<file path="src/rtl/uart_pkg.sv">
// Shared definitions for the UART receive controller.
//   - Register word offsets (bus address bits [3:2])
//   - STATUS and CTRL register bit positions
package uart_pkg;

    typedef enum logic [1:0] {
        REG_DATA   = 2'd0,
        REG_STATUS = 2'd1,
        REG_CTRL   = 2'd2,
        REG_RSVD   = 2'd3
    } reg_addr_e;

    localparam int unsigned ST_NEMPTY  = 0;
    localparam int unsigned ST_FULL    = 1;
    localparam int unsigned ST_OVR     = 2;
    localparam int unsigned ST_TMO     = 3;
    localparam int unsigned ST_CNT_LSB = 8;

    localparam int unsigned CT_IRQEN  = 0;
    localparam int unsigned CT_FLUSH  = 1;
    localparam int unsigned CT_CLROVR = 2;
    localparam int unsigned CT_CLRTMO = 3;

endpackage

</file>
<file path="src/rtl/uart_rx_fifo.sv">
// Synchronous byte FIFO for the UART receive controller.
// push/pop must already be qualified by the caller (no push when full
// without a pop, no pop when empty). flush has priority over both.
// Ports:
//   clk, rst_n      clock, async active-low reset
//   push, wdata     write strobe and byte
//   pop             advance read pointer
//   flush           empty the FIFO on the next edge
//   rdata           head byte, 0 while empty
//   count           occupancy 0..DEPTH
//   full, empty     occupancy flags
module uart_rx_fifo
    import uart_pkg::*;
#(
    parameter int unsigned DEPTH = 16,
    parameter int unsigned CNT_W = $clog2(DEPTH) + 1
) (
    input  logic             clk,
    input  logic             rst_n,
    input  logic             push,
    input  logic             pop,
    input  logic             flush,
    input  logic [7:0]       wdata,
    output logic [7:0]       rdata,
    output logic [CNT_W-1:0] count,
    output logic             full,
    output logic             empty
);

    localparam int unsigned PTR_W = $clog2(DEPTH);

    logic [7:0]       mem_q [DEPTH];
    logic [PTR_W-1:0] wr_ptr_q, wr_ptr_d;
    logic [PTR_W-1:0] rd_ptr_q, rd_ptr_d;
    logic [CNT_W-1:0] count_q, count_d;

    always_comb begin
        wr_ptr_d = wr_ptr_q;
        rd_ptr_d = rd_ptr_q;
        count_d  = count_q;
        if (flush) begin
            wr_ptr_d = '0;
            rd_ptr_d = '0;
            count_d  = '0;
        end else begin
            // DEPTH is a power of two, so pointer wrap is natural overflow.
            if (push) wr_ptr_d = wr_ptr_q + PTR_W'(1);
            if (pop)  rd_ptr_d = rd_ptr_q + PTR_W'(1);
            count_d = count_q + CNT_W'(push) - CNT_W'(pop);
        end
    end

    always_ff @(posedge clk or negedge rst_n) begin
        if (!rst_n) begin
            wr_ptr_q <= '0;
            rd_ptr_q <= '0;
            count_q  <= '0;
        end else begin
            wr_ptr_q <= wr_ptr_d;
            rd_ptr_q <= rd_ptr_d;
            count_q  <= count_d;
        end
    end

    always_ff @(posedge clk) begin
        if (push && !flush) mem_q[wr_ptr_q] <= wdata;
    end

    always_comb begin
        empty = (count_q == '0);
        full  = (count_q == CNT_W'(DEPTH));
        count = count_q;
        rdata = empty ? '0 : mem_q[rd_ptr_q];
    end

endmodule

</file>
<file path="src/rtl/uart_rx_ctrl.sv">
// Memory-mapped receive controller: buffers bytes from the UART receiver
// in a FIFO and exposes DATA / STATUS / CTRL words to the CPU bus.
// Optional idle-timeout flag: define UART_RX_TIMEOUT_EN.
// Ports:
//   clk, rst_n       clock, async active-low reset
//   rx_byte, rx_dv   received byte and its one-cycle strobe
//   bus_addr         word select (0 DATA, 1 STATUS, 2 CTRL, 3 reserved)
//   bus_rd, bus_wr   one-cycle access strobes
//   bus_wdata        write data
//   bus_rdata        combinational read data
//   irq              registered level interrupt
module uart_rx_ctrl
    import uart_pkg::*;
#(
    parameter int unsigned DEPTH        = 16,
    parameter int unsigned CNT_W        = $clog2(DEPTH) + 1,
    parameter int unsigned TIMEOUT_CLKS = 291680
) (
    input  logic        clk,
    input  logic        rst_n,
    input  logic [7:0]  rx_byte,
    input  logic        rx_dv,
    input  logic [1:0]  bus_addr,
    input  logic        bus_rd,
    input  logic        bus_wr,
    input  logic [31:0] bus_wdata,
    output logic [31:0] bus_rdata,
    output logic        irq
);

    logic [7:0]       fifo_dout;
    logic [CNT_W-1:0] fifo_count;
    logic             fifo_full, fifo_empty;

    logic data_rd, ctrl_wr, flush, pop_ok, push_ok, ovr_set, not_empty_d;
    logic overrun_q, overrun_d;
    logic irq_en_q, irq_en_d;
    logic irq_q, irq_d;
    logic timeout_flag, timeout_nxt;
    logic unused_wdata;

    assign unused_wdata = ^bus_wdata[31:4];

    uart_rx_fifo #(
        .DEPTH (DEPTH),
        .CNT_W (CNT_W)
    ) u_fifo (
        .clk   (clk),
        .rst_n (rst_n),
        .push  (push_ok),
        .pop   (pop_ok),
        .flush (flush),
        .wdata (rx_byte),
        .rdata (fifo_dout),
        .count (fifo_count),
        .full  (fifo_full),
        .empty (fifo_empty)
    );

    always_comb begin
        data_rd = bus_rd && (bus_addr == REG_DATA);
        ctrl_wr = bus_wr && (bus_addr == REG_CTRL);
        flush   = ctrl_wr && bus_wdata[CT_FLUSH];
        pop_ok  = data_rd && !fifo_empty && !flush;
        // A simultaneous pop frees the slot, so a full FIFO still accepts.
        push_ok = rx_dv && !flush && (!fifo_full || pop_ok);
        ovr_set = rx_dv && !flush && fifo_full && !pop_ok;

        overrun_d = ovr_set || (overrun_q && !(ctrl_wr && bus_wdata[CT_CLROVR]));
        irq_en_d  = ctrl_wr ? bus_wdata[CT_IRQEN] : irq_en_q;

        // Next-state occupancy > 0, without widening the counter.
        not_empty_d = !flush && (push_ok || (fifo_count > CNT_W'(pop_ok)));
        irq_d       = irq_en_d && (not_empty_d || overrun_d || timeout_nxt);
    end

`ifdef UART_RX_TIMEOUT_EN
    localparam int unsigned TMO_W = $clog2(TIMEOUT_CLKS + 1);
    localparam logic [TMO_W-1:0] TMO_MAX = TMO_W'(TIMEOUT_CLKS);

    logic [TMO_W-1:0] tmo_cnt_q, tmo_cnt_d;
    logic             timeout_q, timeout_d, tmo_set;

    always_comb begin
        tmo_cnt_d = tmo_cnt_q;
        if (push_ok || pop_ok || flush || fifo_empty) begin
            tmo_cnt_d = '0;
        end else if (tmo_cnt_q != TMO_MAX) begin
            tmo_cnt_d = tmo_cnt_q + TMO_W'(1);
        end
        // Set only on the edge that reaches the limit, so a clear can win
        // while the counter sits saturated.
        tmo_set   = (tmo_cnt_d == TMO_MAX) && (tmo_cnt_q != TMO_MAX);
        timeout_d = tmo_set || (timeout_q && !(ctrl_wr && bus_wdata[CT_CLRTMO]));
        timeout_flag = timeout_q;
        timeout_nxt  = timeout_d;
    end

    always_ff @(posedge clk or negedge rst_n) begin
        if (!rst_n) begin
            tmo_cnt_q <= '0;
            timeout_q <= 1'b0;
        end else begin
            tmo_cnt_q <= tmo_cnt_d;
            timeout_q <= timeout_d;
        end
    end
`else
    always_comb begin
        timeout_flag = 1'b0;
        timeout_nxt  = 1'b0;
    end
`endif

    always_ff @(posedge clk or negedge rst_n) begin
        if (!rst_n) begin
            overrun_q <= 1'b0;
            irq_en_q  <= 1'b0;
            irq_q     <= 1'b0;
        end else begin
            overrun_q <= overrun_d;
            irq_en_q  <= irq_en_d;
            irq_q     <= irq_d;
        end
    end

    assign irq = irq_q;

    always_comb begin
        bus_rdata = '0;
        case (bus_addr)
            REG_DATA: bus_rdata[7:0] = fifo_dout;
            REG_STATUS: begin
                bus_rdata[ST_NEMPTY]            = !fifo_empty;
                bus_rdata[ST_FULL]              = fifo_full;
                bus_rdata[ST_OVR]               = overrun_q;
                bus_rdata[ST_TMO]               = timeout_flag;
                bus_rdata[ST_CNT_LSB +: CNT_W]  = fifo_count;
            end
            REG_CTRL: bus_rdata[CT_IRQEN] = irq_en_q;
            default: bus_rdata = '0;
        endcase
    end

endmodule

</file>
<file path="config.mk">
export PLATFORM = sky130hd
export DESIGN_NAME = uart_rx_ctrl
export DESIGN_NICKNAME = d
export VERILOG_FILES = /design/src/rtl/uart_pkg.sv /design/src/rtl/uart_rx_fifo.sv /design/src/rtl/uart_rx_ctrl.sv
export SDC_FILE = /design/constraint.sdc
export NUM_CORES = 1
export LEC_CHECK = 0
export ABC_AREA = 1
export CAP_MARGIN = 20
export CELL_PAD_IN_SITES_DETAIL_PLACEMENT = 2
export CELL_PAD_IN_SITES_GLOBAL_PLACEMENT = 2
export CORE_MARGIN = 5
export CORE_UTILIZATION = 36
export CTS_BUF_LIST = sky130_fd_sc_hd__clkbuf_16
export DETAILED_ROUTE_END_ITERATION = 12
export PLACE_DENSITY_LB_ADDON = 0.05
export SYNTH_ARGS = -nofsm -noshare
export SYNTH_HDL_FRONTEND = slang
export SYNTH_SLANG_ARGS = --single-unit
</file>
<file path="constraint.sdc">
create_clock -name clk -period 2.8 [get_ports clk]
set_input_delay 0.56 -clock clk [delete_from_list [all_inputs] [get_ports clk]]
set_output_delay 0.56 -clock clk [all_outputs]
set_load 0.01 [all_outputs]
</file>
### Word level (Yosys, flattened, before mapping)

Memory sizes are Yosys's and may differ from the RTL's.
Index checks and enable logic that the tools add are counted.

| cells by class | value |
|---|---|
| add/subtract/negate cells | 4 |
| order comparisons | 1 |
| eq/ne operators | 3 |
| muxes and demuxes | 13 |
| reductions and logical operators | 27 |

Operator list:

| operator | number |
|---|---|
| $mux 4 | 5 |
| $logic_and 1x1->1 | 14 |
| $mux 5 | 2 |
| $add 4x1->4 const B | 2 |
| $mux 8 | 1 |
| $pmux 3 s2 | 1 |
| $add 5x1->5 | 1 |
| $eq 5x5->1 const B | 1 |
| $gt 5x1->1 | 1 |
| $logic_not 1->1 | 5 |
| $logic_not 5->1 | 1 |
| $sub 5x1->5 | 1 |
| $logic_or 1x1->1 | 4 |
| $reduce_bool 2->1 | 2 |
| $mux 1 | 3 |
| $pmux 1 s3 | 1 |
| $eq 2x1->1 const B | 1 |
| $eq 2x2->1 const B | 1 |
| $logic_not 2->1 | 1 |

| storage, ports and cells | value |
|---|---|
| register bits | 16 |
| memory bits (writable) | 128 |
| bits of input ports | 47 |
| output and inout bits | 33 |
| memories | 1 |

Memory list:

| memory | words | width | read ports | clocked after Yosys merged registers in | wr ports | line | text |
|---|---|---|---|---|---|---|---|
| u_fifo.mem_q | 16 | 8 | 1 | 0 | 1 | uart_rx_fifo.sv:32 | `logic [7:0] mem_q [DEPTH];` |

### Longest topological paths before layout

| logic depth | value |
|---|---|
| depth in word-level cells | 11 |
| depth in mapped cells | 16 |

### By module

A second synthesis with hierarchy kept.

| second synthesis, totals | value |
|---|---|
| cells, all modules | 612 |
| area total of the unflattened synthesis | 6498.7 sq um |

By module, submodules not included:

| module | times used | cells an instance | area each (sq um) | sequential area each (sq um) |
|---|---|---|---|---|
| uart_rx_fifo | 1 | 529 | 5998.3 | 4169.0 |
| uart_rx_ctrl | 1 | 83 | 500.5 | 75.1 |

### Worst setup path before layout

No wires, ideal clock.

| path | value |
|---|---|
| path kind | flip-flop to flip-flop |
| start | register u_fifo.count_q[2], in the netlist u_fifo.count[2] |
| end | register u_fifo.count_q[4], in the netlist u_fifo.count[4] |
| setup time | 0.124 ns |
| data arrival time | 2.283 ns |
| slack | 0.393 ns |
| stages on the path, launching flop included | 17 |
| period minus slack after synthesis | 2.407 ns |
| path through | dfrtp_1 -> inv_1 -> ha_1 -> nand2_1 -> nor2_2 -> nand2_1 -> nand3_1 -> nand2_1 -> nand2_1 -> ha_1 -> inv_1 -> fa_1 -> or2_2 -> nand2_1 -> a21oi_1 -> o21ai_0 -> a21oi_1 |

| on the way | value |
|---|---|
| word-level cells in the longest chain between the ends | 9 |
| elaborated cells between the ends (all ways) | 11 |

Ends and longest elaborated chain:

| what | line | text |
|---|---|---|
| start: declaration | uart_rx_fifo.sv:35 | `logic [CNT_W-1:0] count_q, count_d;` |
| start signal: assignment | uart_rx_fifo.sv:61 | `count_q <= count_d;` |
| $logic_not 5->1 | uart_rx_fifo.sv:70 | `empty = (count_q == '0);` |
| $logic_not 1->1 | uart_rx_ctrl.sv:64 | `pop_ok = data_rd && !fifo_empty && !flush;` |
| $logic_and 1x1->1 (2 in series) | uart_rx_ctrl.sv:64 |  |
| $logic_or 1x1->1 | uart_rx_ctrl.sv:66 | `push_ok = rx_dv && !flush && (!fifo_full \|\| pop_ok);` |
| $logic_and 1x1->1 | uart_rx_ctrl.sv:66 |  |
| $add 5x1->5 | uart_rx_fifo.sv:49 | `count_d = count_q + CNT_W'(push) - CNT_W'(pop);` |
| $sub 5x1->5 (*) | uart_rx_fifo.sv:49 |  |
| $mux 5 (*) | uart_rx_fifo.sv:41 | `if (flush) begin` |
| net u_fifo.count_d[4] | uart_rx_fifo.sv:35 |  |

Mark *: on every way through the listed nets, which the timed path passes. The rest lies on a longest branch.
A chain may end at the register's enable or synchronous reset.

### Worst setup path in the final report

| path | value |
|---|---|
| start | register u_fifo.rd_ptr_q[0] |
| end | output bus_rdata[4] |

| on the way | value |
|---|---|
| word-level cells in the longest chain between the ends | 3 |

Ends and longest elaborated chain:

| what | line | text |
|---|---|---|
| start: declaration | uart_rx_fifo.sv:34 | `logic [PTR_W-1:0] rd_ptr_q, rd_ptr_d;` |
| start signal: assignment | uart_rx_fifo.sv:60 | `rd_ptr_q <= rd_ptr_d;` |
| $mem_v2 16x8 | n/a |  |
| $mux 8 | uart_rx_fifo.sv:73 | `rdata = empty ? '0 : mem_q[rd_ptr_q];` |
| $mux 4 | uart_rx_ctrl.sv:131 | `case (bus_addr)` |
| end: declaration | uart_rx_ctrl.sv:27 | `output logic [31:0] bus_rdata,` |

Every way passes these cells.

==> results.md <==
- Leakage Power: between 0.003 and 0.004 µW
- Slew Viols, Final: 0
- Layout cells sized above 1: between 10% and 20%
- Total gr overflow: 0
- Root Buffer: clkbuf_16
- Fillers: 1900
- Starting Density: a little under two fifths
- Most common cell after layout, fill and taps aside: nand2_1
- Crit path arrival time: between 2 and 2.5 ns
- Clk_skew: between 0.007 and 0.008 ns
- Element type at the critical path end: output pin
- Min-Delay Path Class: flop to flop
- Drt pass-1 iters: 4
- Fin. Hold Viols: 0
- Final setup fails: 0
- Detail Placement HPWL: about 13000 µm
- CP peak stage delay: approximately 0.54 ns
- Yosys top cell area share: a little under three fifths
- Clock Sinks: approximately 140
- Ranking of synthesized cells by area: edfxtp_1 58%, nand2_1 9.5%, nand3_1 6.7%, dfrtp_1 6.0%, inv_1 3.1%
- Sequential area share after synthesis: 63.52%
- Post-synthesis register bit count: 144
- Port Buffers: 31
- Initial DRC count: 251
- H-tree Lvls: 4
- Rows: 49
- Worst EP required: 2.24 ns
- Most frequent cells in the layout: 167 x nand2_1, 128 x edfxtp_1, 82 x nand3_1
- Outcome: finished clean
- DRC violations left: 0
- CTS tree: yes
- Max IR drop VDD: 466.3 µV
- # IOs: 80
- Count of cell types in the netlist: 32
- Worst-Margin Slew: between 0.8 and 0.9 ns
- Most used cell, CP: nand3_2
- Setup CP Type: flop to output pin
- Clock transition at the registers of the reported paths: ~0.060 ns
- Min cycle time layout: 2.694 ns
- Initial antenna violation count: 0
- Layout Cell Area excl Fill: around 8200 µm²
- Placed cell area: approximately 7400 µm²
- N_diodes: 0
- WL/cell: 21.62 µm
- Hold buffers post-CTS: 0
- Final Cycle Share: 96.22%
- Detail Route Antenna Nets: 0
- Critical path fanouts, max: 12
- GPL Wtd Cong: roughly 0.74
- Ys Warns: 0
- CTS max path bufs: 2
- Die area: 21380 µm²
- Post-Synthesis Cells: roughly 640
- Vias: about 4800
- Via-per-instance ratio: between 5 and 6
- TritonCTS Buffers: 17
- Core area: ~18000 µm²
- Die Ht: 146.2 µm
- F_max: roughly 370 MHz
- First-pass GRT wire length: between 30000 and 40000 µm
- Drt total wl: 20760 µm
- Slowest-stage cell, CP: dfrtp_4
- Clock Latency Late Sink: 0.43 ns
- P&R area growth vs syn: 22.64%
- Vias in the first global route: roughly 5500
- Fin Hold WS: around 0.58 ns
- Max-Cap Viols: 0
- Die Wd: ~150 µm
- Largest net degree at the start of global routing: 27
- Gr usage total: between 20 and 25%
- PD cells: approximately 950 nW/µm²
- Mapped cell area: approximately 6700 µm²
- NumNets Final: 780
- Critical Path Source Type: flop
- Headroom to the max-slew limit: a little under half
- Synthesized area per cell: 10.52 µm²
- CP cell instances: buf_12 > buf_12 > nand2_1 > nand3_2 > nand3_2 > nand3_2 > nand2_1 > nor2_1 > clkdlybuf4s15_1
- Synth area leader: edfxtp_1
## logic make-up after synthesis
logic type / synth area share [%]
buffers and inverters: 9.157
adders and majority gates: 2.921
DFF: 63.52
xor gates and xnor gates: 0.3933
other: 0.05613
AOI/OAI and AO/OA: 3.595
and+or+nand+nor: 20.36
## synthesized netlist by cell type
cell / number
buf_8: 1
edfxtp_1: 128
nand4_1: 2
o211ai_1: 5
or2_2: 2
xor2_1: 2
o31ai_1: 2
inv_4: 2
xnor2_1: 1
inv_2: 3
inv_1: 56
nand3_2: 1
a21oi_1: 19
dfrtp_1: 16
buf_2: 10
buf_6: 8
nand2_2: 7
fa_1: 1
buf_4: 25
nand2_4: 1
nor2_2: 2
ha_1: 14
buf_12: 1
nor2_1: 46
o21ai_1: 6
a21boi_0: 1
o21ai_0: 11
conb_1: 1
nand2_1: 169
clkbuf_1: 1
inv_8: 1
nand3_1: 90
## sequential cells by signal, indices dropped and copies added, names as in the netlist
name / cells
irq: 1
overrun_q: 1
u_fifo.mem_q: 128
u_fifo.wr_ptr_q: 4
u_fifo.rd_ptr_q: 4
irq_en_q: 1
u_fifo.count: 5
## worst paths after layout
check	from	endpoint	slack [ns]	cells after the start
min reg2reg	overrun_q	overrun_q	0.58	2
min	overrun_q	overrun_q	0.58	2
max reg2reg	u_fifo.count[2]	u_fifo.count[4]	0.28	16
min in group asynchronous	rst_n	u_fifo.wr_ptr_q[3]	0.61	1
max	u_fifo.rd_ptr_q[0]	bus_rdata[4]	0.11	9
max in group asynchronous	rst_n	u_fifo.rd_ptr_q[0]	1.59	1
## area by class of cell
cell class	instances	area, µm²	share of cell area (%)
clock inverter	15	176.4	2.153
inverter	62	254.0	3.100
timing repair buffer	89	822.0	10.03
sequential	144	4248	51.84
multi-input combinational	401	1941	23.68
timing repair inverter	3	41.29	0.5039
clock buffer	17	425.4	5.192
tap	229	286.5	3.497
## where the power goes
group	internal [µW]	leakage [µW]	switching, µW
Sequential	2590	0.00135	133
Combinational	966	0.00178	1760
Clock	1340	0.000288	966
## critical path, delay by kind of cell (launching register included)
kind                   cells  cell delay, ns
DFF                        1            0.54
buffers and inverters      3            0.56
and+or+nand+nor            6            0.62
## what timing repair did
item,in CTS,in global routing
pin swaps,2,2
setup buffers,5,2
gates resized for setup,33,17
cloned,5,0
setup endpoints to repair,13,9
## metal layers
layer / part of all wire (%) / GRT usage [%] / vias to the layer above
met3: 4.3 / 4.059 / 20
met1: 41 / 24.50 / 2489
met2: 53 / 36.35 / 82
li1: - / - / 2255
met4: 1.2 / 5.503 / 0
met5: 0 / 0 / -
## metrics by stage
stage               utilization [%]  setup WS [ns]  std cells  setup TNS (ns)  power (µW)
floorplan                         -         0.3931        653               0        4360
global placement              40.70        -0.1693        916         -0.7933        5129
detailed placement            40.70        -0.2175        916          -1.095        5248
CTS                           44.98        0.01142        958               0        7820
global route                  45.15      -0.002995        960       -0.002995        8234
finish                        45.15         0.1058        960               0        7754
Power figures use the tool's default switching activity.
